**src/rtl/meoww_stim_seq.sv**
```systemverilog
// Stimulus sequencer: sweeps {a,b,c} through all 8 vectors, stepped by a
// debounced push-button (manual) or a dwell timer (auto).
module meoww_stim_seq #(
  parameter int DEB_CYCLES   = 1_000_000,
  parameter int DWELL_CYCLES = 100_000_000
) (
  input  logic       clk,
  input  logic       rst,
  input  logic       btn_step,
  input  logic       auto_en,
  input  logic       hold,
  output logic       a,
  output logic       b,
  output logic       c,
  output logic [2:0] vec_idx,
  output logic       vec_valid,
  output logic       sweep_done,
  output logic [7:0] sweep_cnt
);

  localparam int DEB_W   = (DEB_CYCLES > 1) ? $clog2(DEB_CYCLES) : 1;
  localparam int DWELL_W = (DWELL_CYCLES > 1) ? $clog2(DWELL_CYCLES) : 1;
  localparam logic [DEB_W-1:0]   DEB_LAST   = DEB_W'(DEB_CYCLES - 1);
  localparam logic [DWELL_W-1:0] DWELL_LAST = DWELL_W'(DWELL_CYCLES - 1);

  localparam logic [1:0] ST_IDLE = 2'd0;
  localparam logic [1:0] ST_MAN  = 2'd1;
  localparam logic [1:0] ST_AUTO = 2'd2;

  logic               s1, s2, stable, stable_d, step_p;
  logic [DEB_W-1:0]   deb_cnt;
  logic [DWELL_W-1:0] dwell;
  logic [1:0]         state;
  logic               adv;

  function automatic logic [7:0] sat_inc8(input logic [7:0] v);
    return (v == 8'hFF) ? v : v + 8'd1;
  endfunction

  // Button synchronizer, debounce and rising-edge pulse
  always_ff @(posedge clk or posedge rst) begin
    if (rst) begin
      s1       <= 1'b0;
      s2       <= 1'b0;
      stable   <= 1'b0;
      stable_d <= 1'b0;
      step_p   <= 1'b0;
      deb_cnt  <= '0;
    end else begin
      s1       <= btn_step;
      s2       <= s1;
      stable_d <= stable;
      step_p   <= stable & ~stable_d;
      if (s2 != stable) begin
        if (deb_cnt == DEB_LAST) begin
          stable  <= s2;
          deb_cnt <= '0;
        end else begin
          deb_cnt <= deb_cnt + DEB_W'(1);
        end
      end else begin
        deb_cnt <= '0;
      end
    end
  end

  // A pending mode change suppresses any advance in the same cycle
  always_comb begin
    adv = 1'b0;
    if (state == ST_MAN && !auto_en && step_p)
      adv = 1'b1;
    else if (state == ST_AUTO && auto_en && !hold && dwell == DWELL_LAST)
      adv = 1'b1;
  end

  // Mode FSM, dwell timer and vector register
  always_ff @(posedge clk or posedge rst) begin
    if (rst) begin
      state      <= ST_IDLE;
      dwell      <= '0;
      vec_idx    <= 3'd0;
      vec_valid  <= 1'b0;
      sweep_done <= 1'b0;
      sweep_cnt  <= 8'd0;
    end else begin
      vec_valid  <= (state == ST_IDLE) || adv;
      sweep_done <= adv && (vec_idx == 3'd7);
      if (adv) begin
        vec_idx <= vec_idx + 3'd1;
        if (vec_idx == 3'd7)
          sweep_cnt <= sat_inc8(sweep_cnt);
      end

      if (state != ST_AUTO || !auto_en)
        dwell <= '0;
      else if (!hold)
        dwell <= (dwell == DWELL_LAST) ? '0 : dwell + DWELL_W'(1);

      case (state)
        ST_IDLE: state <= auto_en ? ST_AUTO : ST_MAN;
        ST_MAN:  if (auto_en) state <= ST_AUTO;
        ST_AUTO: if (!auto_en) state <= ST_MAN;
        default: state <= ST_IDLE;
      endcase
    end
  end

  assign a = vec_idx[2];
  assign b = vec_idx[1];
  assign c = vec_idx[0];

endmodule

```
**config.mk**
```make
export PLATFORM = sky130hd
export DESIGN_NAME = meoww_stim_seq
export DESIGN_NICKNAME = d
export VERILOG_FILES = /design/src/rtl/meoww_stim_seq.sv
export SDC_FILE = /design/constraint.sdc
export NUM_CORES = 1
export LEC_CHECK = 0
export CORE_AREA = 3 3 73 92
export CTS_CLUSTER_DIAMETER = 40
export DETAILED_ROUTE_END_ITERATION = 10
export DIE_AREA = 0 0 76 95
export GPL_TIMING_DRIVEN = 0
export PLACE_DENSITY = 0.75
export SLEW_MARGIN = 20
export SYNTH_ARGS = -nofsm -noshare
export SYNTH_HDL_FRONTEND = slang
export SYNTH_SLANG_ARGS = --single-unit
```
**constraint.sdc**
```tcl
create_clock -name clk -period 2.9 [get_ports clk]
set_clock_uncertainty 0.05 [all_clocks]
set_input_delay 0.58 -clock clk [delete_from_list [all_inputs] [get_ports clk]]
set_output_delay 0.58 -clock clk [all_outputs]
set_load 0.03 [all_outputs]
```
Yosys cells after proc, flatten, opt, wreduce, memory -nomap -nowiden

Index checks and enable logic that the tools add are counted.

Bitwise operators: 3
Reduce and logical (&&, ||, !) cells: 14
Mux-type cells: 11
$add $sub $neg: 4
Equality and inequality tests: 11

Operators with widths:

| kind                                                                  | number |
|---|---|
| 27-bit two-way mux                                                    | 3 |
| 20-bit two-way mux                                                    | 2 |
| 27-bit by 1-bit adder with 27-bit output, second input constant       | 1 |
| 27-bit equality test, second input constant                           | 1 |
| 20-bit by 1-bit adder with 20-bit output, second input constant       | 1 |
| 20-bit equality test, second input constant                           | 1 |
| 8-bit by 1-bit adder with 8-bit output, second input constant         | 1 |
| 8-bit equality test, second input constant                            | 1 |
| 1-bit logical AND                                                     | 6 |
| 2-bit two-way mux                                                     | 3 |
| 2-bit != test, second input constant                                  | 3 |
| 2-bit one-hot mux with 3 select lines                                 | 1 |
| 2-bit AND reduction                                                   | 2 |
| 3-bit by 1-bit adder with 3-bit output, second input constant         | 1 |
| 3-bit equality test, second input constant                            | 1 |
| 3-bit AND reduction                                                   | 1 |
| 2-bit by 1-bit equality test with 1-bit output, second input constant | 1 |
| 2-bit equality test, second input constant                            | 1 |
| 1-bit logical NOT                                                     | 2 |
| 2-bit logical NOT                                                     | 1 |
| 1-bit logical OR                                                      | 2 |
| 1-bit two-way mux                                                     | 2 |
| 2-bit by 1-bit != test with 1-bit output, second input constant       | 1 |
| 1-bit inverter                                                        | 2 |
| other kinds (2)                                                       | 2 |

Register bits: 67

Depth between registers and ports, before layout

Depth in word-level cells: 7
Gate-level depth with buffers: 8

Worst setup path after synthesis

Ideal clock, no wire load.

Kind: register to register
From: register dwell[9]
To: register dwell[17]
Setup slack: 0.882 ns
Stages on the path, launching flop included: 7
Arrival: 1.847 ns
Data required time: 2.730 ns
Library setup time: 0.120 ns
Cells stage by stage: dfrtp_1 buf_6 or4b_4 or3_4 nor4_4 o21ai_1 o211a_1

Cells in the longest elaborated chain, start to end: 4

Ends and longest elaborated chain:

| element                                                                                 | RTL line | RTL |
|---|---|---|
| start, declared                                                                         | 32       | `logic [DWELL_W-1:0] dwell;` |
| start signal, assigned                                                                  | 97       | `dwell <= (dwell == DWELL_LAST) ? '0 : dwell + DWELL_W'(1);` |
| 27-bit by 1-bit adder with 27-bit output / 27-bit equality test (equally long branches) | 97       |  |
| 27-bit two-way mux (*)                                                                  | 97       |  |
| 27-bit two-way mux (*)                                                                  | 96       | `else if (!hold)` |
| 27-bit two-way mux (*)                                                                  | 94       | `if (state != ST_AUTO \|\| !auto_en)` |

Every way passes the cells marked *; elsewhere a longest branch is shown, timed or not. The select of a mux whose other input is x is not followed.
A chain may end at the register's enable or synchronous reset.

Worst setup path in the final report

From: input hold
To: register dwell[16]

Cells in the longest elaborated chain, start to end: 1

Ends and longest elaborated chain:

| element                                            | RTL line | RTL |
|---|---|---|
| start, declared                                    | 11       | `input logic hold,` |
| 2-bit by 1-bit != test with 1-bit output (no line) | -        |  |

Every way passes these cells.

==> summary.md <==
| Metric | Value |
|---|---|
| Synth Warn # | `0` |
| Number of H-tree levels | `3` |
| Unique cell type count in the Yosys netlist | `between 40 and 50` |
| Net Count, Synth | `366` |
| Switching Fraction | `23.08%` |
| RSZ-0062 raised after global routing | `false` |
| Power Density | `438.4 mW/mm²` |
| Post-synthesis adder-cell area fraction | `1.812%` |
| Post-synth EDFFs | `0` |
| Post-layout util | `67.46%` |
| Final setup viols | `0` |
| First-pass GRT wire length | `between 10000 and 15000 µm` |
| Die Wd | `between 70 and 80 µm` |
| CP Class | `in2reg` |
| LEAKAGE | `about 1.6 nW` |
| R2R Setup Slk | `between 0.4 and 0.5 ns` |
| CTS max path bufs | `2` |
| Post-CTS Setup Inserts | `0` |
| Max-cap viol count | `0` |
| Final wirelength | `7226 µm` |
| I/O pin cnt | `21` |
| Clock power frac | `~40%` |
| Crit end category | `flop` |
| Clk pin slew, worst setup/hold paths | `0.07 ns` |
| Critical Path Start | `hold` |
| Synth Area in Simple Gates | `26.74%` |
| Hold Crit Class | `reg2reg` |
| Largest net degree at the start of global routing | `41` |
| Initial DRT Pass Iterations | `4` |
| Synthesized flop and latch total | `67` |
| RR Startpoint | `dwell[0]` |
| Area fraction of the dominant cell type after synthesis | `48.55%` |
| Largest cells by area after synthesis | `dfrtp_1, nor2_1, nand2_1` |
| CP Capture Point | `dwell[16]` |
| Layout cells sized above 1 | `10.94%` |
| Area Growth Syn to Fin | `14.42%` |
| Core Area | `0.005857 mm²` |
| Compound-cell area share of the yosys netlist | `8.877%` |
| Hold Violations, Final | `0` |
| Synth area leader | `dfrtp_1` |
| Post-synthesis xor/xnor area fraction | `under 10%` |
| Die Y | `approximately 95 µm` |
| Sequential cell area fraction in the yosys report | `between 40% and 50%` |
| Gr ovfl total | `0` |
| Period utilisation layout | `between 80% and 90%` |
| Initial antenna violation count | `0` |
| Placer Congestion | `0.9195` |
| Worst Path Arrival | `2.79 ns` |
| R2R depth | `8` |
| Most used flip-flop cell after synthesis | `dfrtp_1` |
| CTS resizes | `0` |
| Async set-or-reset flop fraction in the synthesized netlist | `100.0%` |
| Max Slew Vio Count | `0` |
| Final std cells w/o fill | `~480` |
| Status | `finished, final reports clean` |
| Sequential power share | `55.2%` |
| Antenna Cells | `0` |
| Reg-to-Reg End | `dwell[16]` |
| Die footprint | `~0.0072 mm²` |
| Min Tclk post-route | `2.579 ns` |
| Clock root cell | `clkbuf_8` |
| Rel. slew slack | `49.57%` |
| Clock latency at the later pin of the worst-skew pair | `0.34 ns` |
| Avg Cell Area, Syn | `9.700 µm²` |
| Syn Inst Count | `356` |
| Internal | `1.333 mW` |
| Logic pwr share | `5.2%` |
| VDD IR max | `just under 0.0004 V` |
| Vias in the first global route | `2743` |
| Multiplexer share of the synthesized area | `2.899%` |
| Net Sw Power | `around 400 µW` |
| Final nets | `just under 400` |
| DP HPWL | `roughly 5100 µm` |
| # DRC | `0` |
| CP max FO | `10` |
| Detail Route Antenna Nets | `0` |
| Hold Path Origin | `s1` |
| Via Count | `2733` |
| Initial core utilization | `58.96%` |
| FMAX | `387.7 MHz` |
| Crit path required time | `3.11 ns` |
| Worst slew pin tran | `0.7495 ns` |
| Critical path startpoint category | `input port` |
| CTS tree | `built` |
| DR iter-0 viols | `187` |
| Vias per std cell | `5.754` |
| Total CTS buffers | `9` |
| Wirelength per Cell | `around 15 µm` |
| Global-route usage over all layers | `22.08%` |
| Port Buffers | `20` |
| Cts hold-fix bufs | `0` |
| Post-placement cell count | `459` |
| CTS sink cnt | `67` |
| Largest family of logic cells by synthesized area | `simple AND/OR/NAND/NOR gates` |
| Rows | `31` |
| Mapped Area | `0.003453 mm²` |
[worst min-delay path by stage]
stage | slack, ns | end | cells past startpoint
final | 0.30 | s2 | 0
after global placement | 0.28 | s2 | 0
after floorplan | 0.28 | s2 | 0
after detailed placement | 0.29 | s2 | 0
after global routing | 0.32 | s2 | 0
after CTS | 0.30 | s2 | 0
[placed cells by master (no fill, tap or decap), types with 8 or more instances in the layout]
master,instances
dfrtp_1,67
nor2_1,41
nand2_1,32
nand3_1,23
clkdlybuf4s50_1,20
nand4_1,17
a21oi_1,15
a31oi_1,13
xnor2_1,13
xor2_1,13
inv_1,12
clkbuf_8,11
nor3_1,10
o21ai_0,10
mux2_2,8
[cell usage after synthesis (all sizes together), types with 2 or more instances]
cell type,count
nand4,17
nand2,32
o21ai,11
nor4b,2
or2,3
dfrtp,67
a31oi,13
xor2,13
nand2b,5
buf,11
and3,4
nor2b,3
nor4,7
and4,4
nand3b,2
ha,5
a41oi,4
nand3,23
xnor2,13
nor3,10
or4,4
clkbuf,5
and2,3
inv,13
nor2,41
or3,4
and4b,2
a21oi,15
mux2,8
[state kept, by name, summed over array words and instances, names as in the netlist]
register    flops
dwell          27
vec_valid       1
sweep_cnt       8
s2              1
sweep_done      1
stable_d        1
step_p          1
vec_idx         3
deb_cnt        20
s1              1
stable          1
state           2
[cell families after synthesis]
logic type | Yosys count
AO/OA/AOI/OAI | 50
XOR/XNOR | 26
adder cells (fa/ha/maj) | 5
buffers and inverters | 29
flip-flops | 67
multiplexers | 9
AND/OR/NAND/NOR | 170
[power by group through the flow]
stage / Combinational, mW / Sequential, mW / Clock [mW]
after CTS: 0.0916 / 0.956 / 0.706
after global placement: 0.0867 / 0.973 / 0
after floorplan: 0.0474 / 0.980 / 0
final: 0.0900 / 0.957 / 0.686
after global routing: 0.101 / 0.957 / 0.753
after detailed placement: 0.0913 / 0.974 / 0
[critical path, cell delays in order]
cell and delay (ns):
clkdlybuf4s50_1 0.59, nand4bb_1 0.42, a21oi_1 0.42, buf_2 0.34, buf_6 0.19, a21oi_1 0.07
a31oi_1 0.16
[through the flow]
stage	total power, mW	TNS [ns]	setup slack, ns	cell area [µm²]	hold slack [ns]
CTS	1.754	0	0.3632	3951	0.3030
global route	1.811	0	0.1850	3951	0.3201
detailed placement	1.065	0	0.02300	3779	0.2879
finish	1.732	0	0.3206	3951	0.3034
floorplan	1.027	0	0.5868	3453	0.2812
global placement	1.060	-34.35	-0.5137	3756	0.2840
[metal layers]
layer,up-vias,share of wire [%],global-route usage [%]
met5,-,0,0
met4,0,3.3,11.33
met3,26,4.9,5.916
met2,78,49,36.91
met1,1286,43,26.49
li1,1343,-,-
[cell type report]
class,count,area (µm²)
Timing Repair Buffer,21,220.2
Fill cell,455,1906
Multi-Input combinational cell,260,1620
Tap cell,82,102.6
Clock buffer,14,162.7
Clock inverter,2,10.01
Sequential cell,67,1677
Inverter,13,51.30
Buffer,16,107.6
(Power assumes the default switching activity.)
==> RTL edit 1 (same settings) <==
Register the inputs `btn_step`, `auto_en` and `hold` before use. The logic sees them one clock later.
--- a/src/rtl/meoww_stim_seq.sv
+++ b/src/rtl/meoww_stim_seq.sv
@@ -27,6 +27,16 @@
   localparam logic [1:0] ST_MAN  = 2'd1;
   localparam logic [1:0] ST_AUTO = 2'd2;
 
+  logic btn_step_q;
+  logic auto_en_q;
+  logic hold_q;
+
+  always_ff @(posedge clk) begin
+    btn_step_q <= btn_step;
+    auto_en_q  <= auto_en;
+    hold_q     <= hold;
+  end
+
   logic               s1, s2, stable, stable_d, step_p;
   logic [DEB_W-1:0]   deb_cnt;
   logic [DWELL_W-1:0] dwell;
@@ -47,7 +57,7 @@
       step_p   <= 1'b0;
       deb_cnt  <= '0;
     end else begin
-      s1       <= btn_step;
+      s1       <= btn_step_q;
       s2       <= s1;
       stable_d <= stable;
       step_p   <= stable & ~stable_d;
@@ -67,9 +77,9 @@
   // A pending mode change suppresses any advance in the same cycle
   always_comb begin
     adv = 1'b0;
-    if (state == ST_MAN && !auto_en && step_p)
+    if (state == ST_MAN && !auto_en_q && step_p)
       adv = 1'b1;
-    else if (state == ST_AUTO && auto_en && !hold && dwell == DWELL_LAST)
+    else if (state == ST_AUTO && auto_en_q && !hold_q && dwell == DWELL_LAST)
       adv = 1'b1;
   end
 
@@ -91,15 +101,15 @@
           sweep_cnt <= sat_inc8(sweep_cnt);
       end
 
-      if (state != ST_AUTO || !auto_en)
+      if (state != ST_AUTO || !auto_en_q)
         dwell <= '0;
-      else if (!hold)
+      else if (!hold_q)
         dwell <= (dwell == DWELL_LAST) ? '0 : dwell + DWELL_W'(1);
 
       case (state)
-        ST_IDLE: state <= auto_en ? ST_AUTO : ST_MAN;
-        ST_MAN:  if (auto_en) state <= ST_AUTO;
-        ST_AUTO: if (!auto_en) state <= ST_MAN;
+        ST_IDLE: state <= auto_en_q ? ST_AUTO : ST_MAN;
+        ST_MAN:  if (auto_en_q) state <= ST_AUTO;
+        ST_AUTO: if (!auto_en_q) state <= ST_MAN;
         default: state <= ST_IDLE;
       endcase
     end
Formal check against the unedited RTL: same outputs for any inputs over 10 cycles, from zero or initial values and one cycle with rst high; that may be too few to reach the edited logic, so the function may still have changed.
==> RTL edit 1 against the original RTL <==
Worst setup slack got worse by 12 ps. Sequential cell count rose by 3. Clock power rose by 38%. Total power rose by 17%. Area after synthesis rose by 5.0%. Wire length rose by 11%. Final area rose by 6.4%. Die area did not move. Critical path type is now register to register. Critical endpoint is now sweep_cnt[1].
==> RTL edit 1: results (changes against the original RTL) <==
[global_routing]
grt_max_degree=47  ; was 41
grt_pass1_vias=2943  ; was 2743
grt_usage_pct=23.6  ; was 22.1%
grt_pass1_wl_mm=13.6  ; was 12.6 mm

[worst_setup_path]
critical-path-max-stage-delay_ps=680  ; was 590 ps
crit_arrival_ps=2770  ; was 2790 ps
path_max_fanout=10  ; unchanged
cp_slowest_cell=nor2_1  ; was clkdlybuf4s50_1
critical-path-top-delay-family=simple AND/OR/NAND/NOR gates  ; was buffers and inverters

[sta]
slew_headroom_pct=43.3  ; was 49.6%

[power_and_ir_drop]
ir_drop_mv=0.524  ; was 0.391 mV
p_leak_uw=0.00170  ; was 0.00161 µW

[placement]
place_hpwl_mm=5.36  ; was 5.10 mm
gp_congestion=0.880  ; was 0.920
place_inst=474  ; was 459
dp_slack_ps=317  ; was 23.0 ps

[status]
status=finished clean  ; unchanged

[clocking]
clk_latency_ps=340  ; about the same
cts-root-buf=clkbuf_8  ; unchanged
clk_path_buf_depth=2  ; unchanged
cts_buffers=9  ; unchanged
clkTransAtPathRegs_ps=80

[synthesis]
synthTopCellsByArea=dfrtp_1 (46%), a31oi_1 (5.4%), nor2_1 (3.8%), nand2_1 (3.4%), nand3_1 (3.2%)  ; was dfrtp_1 (49%), nor2_1 (4.5%), nand2_1 (3.5%), nand3_1 (3.3%), xnor2_1 (3.3%)
seq_area_frac_synth_pct=47.9  ; was 48.6%
ys_top_cells_by_count=dfrtp_1 (67), nor2_1 (37), nand2_1 (33), a31oi_1 (31), nand3_1 (23)  ; was dfrtp_1 (67), nor2_1 (41), nand2_1 (32), nand3_1 (23), nand4_1 (17)
ys_types=57  ; was 49
avgSynthCellArea_um2=9.77  ; was 9.70 µm²
synth_nets=381  ; was 366
async_reset_ff_share_pct=95.7  ; was 100%

[drt]
dr.pass1.iters=6  ; was 4
vias_per_cell=6.16  ; was 5.75
drt_iter0_drc=203  ; was 187
avgRoutedWirePerCell_um=16.3  ; was 15.2 µm

[finish]
final_cells=490  ; was 475
nets=413  ; was 398
drive_above_1_share_pct=9.31  ; was 10.9%

-- RTL edit 1: changes by cell type in the layout (fill, tap and decap cells not counted), moves of 7 or more --
cell / unedited run / this run
a21oi_1: 15 / 5
a31oi_1: 13 / 31
clkbuf_1: 7 / 14
mux2_2: 8 / 1
nand3b_1: 2 / 11
-- RTL edit 1: cell families after synthesis --
logic type                 share of synthesized area (%)
adders and majority gates                           1.73
DFF                                                 47.9
xor gates and xnor gates                            5.80
AOI/OAI and AO/OA                                   11.9
and+or+nand+nor                                     27.0
buffers and inverters                               3.62
muxes                                               2.04
-- RTL edit 1: worst reg2reg max path, delay by kind of cell, from the launching register on --
family	cells	cell delay, ps
flops	1	400
mux	1	310
simple gates	3	1100
compound gates	1	380
fa+ha+maj	1	240
-- RTL edit 1: routing by layer --
| layer | GRT usage [%] | wire length [µm] | vias to the layer above |
|---|---|---|---|
| met5 | 0 | 0 | - |
| li1 | - | - | 1428 |
| met1 | 30.3 | 3530 | 1454 |
| met4 | 13.3 | 189 | 0 |
| met3 | 4.10 | 495 | 23 |
| met2 | 38.2 | 3780 | 112 |
-- RTL edit 1: worst paths after layout --
path | start | endpoint | slack, ps | cells past startpoint
setup / recovery | dwell[0] | sweep_cnt[1] | 310 | 6
hold / removal | btn_step_q | s1 | 280 | 0
setup reg to reg | dwell[0] | sweep_cnt[1] | 310 | 6
hold reg to reg | btn_step_q | s1 | 280 | 0
max in group asynchronous | rst | deb_cnt[5] | 1780 | 3
min in group asynchronous | rst | state[0] | 510 | 2
-- RTL edit 1: per-stage QoR --
stage	area (µm²)	total power [µW]	TNS [ps]
after global routing	4200	2100	0
after detailed placement	3960	1100	0
final	4200	2030	0
after CTS	4200	2040	0
after global placement	3930	1090	-35400
after floorplan	3620	1070	0
-- RTL edit 1: layout make-up --
| type | instances | area [µm²] |
|---|---|---|
| clock buffer | 11 | 131 |
| sequential | 70 | 1740 |
| fill | 450 | 1650 |
| inverter | 9 | 36.3 |
| buffer | 21 | 97.6 |
| timing repair buffer | 21 | 228 |
| clock inverter | 5 | 108 |
| tap | 82 | 103 |
| multi-input combinational | 271 | 1760 |
-- RTL edit 1: where the power goes --
group / switching (µW) / internal, µW
sequential: 10.7 / 985
clock: 372 / 575
combinational: 60.8 / 25.6
total: 444 / 1590
==> RTL edit 2 (same settings) <==
Made on the original files. `DWELL_CYCLES`: 100_000_000 -> 200_000_000.
--- a/src/rtl/meoww_stim_seq.sv
+++ b/src/rtl/meoww_stim_seq.sv
@@ -2,7 +2,7 @@
 // debounced push-button (manual) or a dwell timer (auto).
 module meoww_stim_seq #(
   parameter int DEB_CYCLES   = 1_000_000,
-  parameter int DWELL_CYCLES = 100_000_000
+  parameter int DWELL_CYCLES = 200_000_000
 ) (
   input  logic       clk,
   input  logic       rst,
Function: same outputs for any inputs over 10 cycles, from zero or initial values and one cycle with rst high; that may be too few to reach the edited logic, so the function may still have changed.
==> RTL edit 2 against the original RTL <==
Hold slack about the same. Total power increased by 7.4%. Sequential cell count increased by 1. Final cell count increased by 5.3%. Area after synthesis increased by 6.4%. Maximum frequency increased by 11%. Global-route usage increased by 3.3 points. Wire length increased by 15%. Utilization increased by 4.3 points. Final area increased by 6.4%. Via count increased by 10%. Worst setup slack improved by 250 ps. Highest routed layer unchanged.
==> RTL edit 2: results (changes against the original RTL) <==
[global_routing]
grt_antenna_before_repair=0  ; unchanged
grt_max_degree=57  ; was 41
grt_pass1_wl_mm=14.4  ; was 12.6 mm
grt_usage_pct=25.3  ; was 22.1%

[clocking]
clkTransAtPathRegs_ps=90  ; was 70 ps
cts-root-buf=clkbuf_8  ; unchanged
clk_path_buf_depth=2  ; unchanged
cts_buffers=9  ; unchanged
cts_setup_buffers=0  ; unchanged

[worst_setup_path]
crit_arrival_ps=2520  ; was 2790 ps
reg2reg_slack_ps=680  ; was 480 ps
endpoint=sweep_cnt[1]  ; was dwell[16]
r2r-end=deb_cnt[12]  ; was dwell[16]
crit_path_start=hold  ; unchanged
reg2reg_from=deb_cnt[0]  ; was dwell[0]
path_max_fanout=8  ; was 10

[synthesis]
synth_xor_area_share_pct=6.68  ; was 6.59%
synthAdderAreaFrac_pct=1.70  ; was 1.81%
synthTopCellsByArea=dfrtp_1 (46%), nand3_1 (3.8%), xnor2_1 (3.8%), nand2_1 (3.3%), nand4_1 (3.2%)  ; was dfrtp_1 (49%), nor2_1 (4.5%), nand2_1 (3.5%), nand3_1 (3.3%), xnor2_1 (3.3%)
seq_area_frac_synth_pct=46.3  ; was 48.6%
async_reset_ff_share_pct=100  ; unchanged
muxShareOfSynthArea_pct=3.47  ; was 2.90%
ys_types=51  ; was 49
synth_compound_area_share_pct=9.74  ; was 8.88%
ys_top_cells_by_count=dfrtp_1 (68), nand2_1 (32), nor2_1 (30), nand3_1 (28), nand4_1 (19)  ; was dfrtp_1 (67), nor2_1 (41), nand2_1 (32), nand3_1 (23), nand4_1 (17)
netlist_instances=381  ; was 356
synth_nets=391  ; was 366

[drt]
routed_wl_mm=8.31  ; was 7.23 mm
via_count=3019  ; was 2733
dr.pass1.iters=5  ; was 4
drt_iter0_drc=250  ; was 187
avgRoutedWirePerCell_um=16.6  ; was 15.2 µm

[status]
status=finished clean  ; unchanged

[placement]
place_hpwl_mm=5.79  ; was 5.10 mm
place.port_buffers=20  ; unchanged
place_inst=484  ; was 459
gp_congestion=0.907  ; was 0.920
placed_area_um2=4010  ; was 3780 µm²

[finish]
nets=423  ; was 398
drive_above_1_share_pct=10.5  ; was 10.9%
top_regs=dwell: 28 flops, deb_cnt: 20 flops, sweep_cnt: 8 flops  ; was dwell: 27 flops, deb_cnt: 20 flops, sweep_cnt: 8 flops
antenna_cells=0  ; unchanged

[worst_hold_path]
hold_path_depth=0  ; unchanged
worstHoldStart=s1  ; unchanged

[power_and_ir_drop]
ir_drop_mv=0.335  ; was 0.391 mV
internal_power_uw=1390  ; was 1330 µW
p_leak_uw=0.00173  ; was 0.00161 µW

[sta]
slew_headroom_pct=28.1  ; was 49.6%

-- RTL edit 2: power groups by stage --
stage                     logic, µW  registers (µW)  clock network (µW)
after floorplan                57.0             986                   0
after global placement         91.9             984                   0
after detailed placement       99.1             984                   0
after CTS                      99.3             966                 809
after global routing            108             967                 856
final                          97.8             966                 797
-- RTL edit 2: per-layer routing --
metal | global-route usage, % | vias up | part of all wire, %
met5 | 0 | - | 0
met4 | 13.9 | 0 | 2.6
met3 | 4.01 | 21 | 4.4
met2 | 42.2 | 86 | 49
met1 | 31.9 | 1464 | 44
li1 | - | 1448 | -
-- RTL edit 2: metrics by stage --
step	setup slack (ps)	utilization (%)	total power, µW
finish	566	71.8	1860
global route	420	71.8	1930
CTS	596	71.8	1870
detailed placement	224	68.4	1080
global placement	-548	67.9	1080
floorplan	558	-	1040
-- RTL edit 2: cell type report --
type	instances	area (µm²)
inverter	13	51.3
clock inverter	7	73.8
tap	82	103
timing repair buffer	21	228
fill	454	1650
clock buffer	9	124
sequential	68	1700
buffer	21	124
multi-input combinational	279	1800
-- RTL edit 2: critical path, stage by stage --
cell and delay [ps]:
clkdlybuf4s50_1 570, and4bb_2 470, nor3b_2 390, o21ai_1 170, mux2_1 330
-- RTL edit 2: worst min path at each step --
stage,end,slack (ps)
after floorplan,s2,280
after global placement,s2,300
after detailed placement,s2,290
after CTS,s2,310
after global routing,s2,330
final,s2,300
-- RTL edit 2: logic make-up after synthesis --
kind of cell | Yosys count
AND/OR/NAND/NOR | 180
flip-flops | 68
AO/OA/AOI/OAI | 54
buffers and inverters | 34
adder cells (fa/ha/maj) | 5
multiplexers | 12
XOR/XNOR | 28
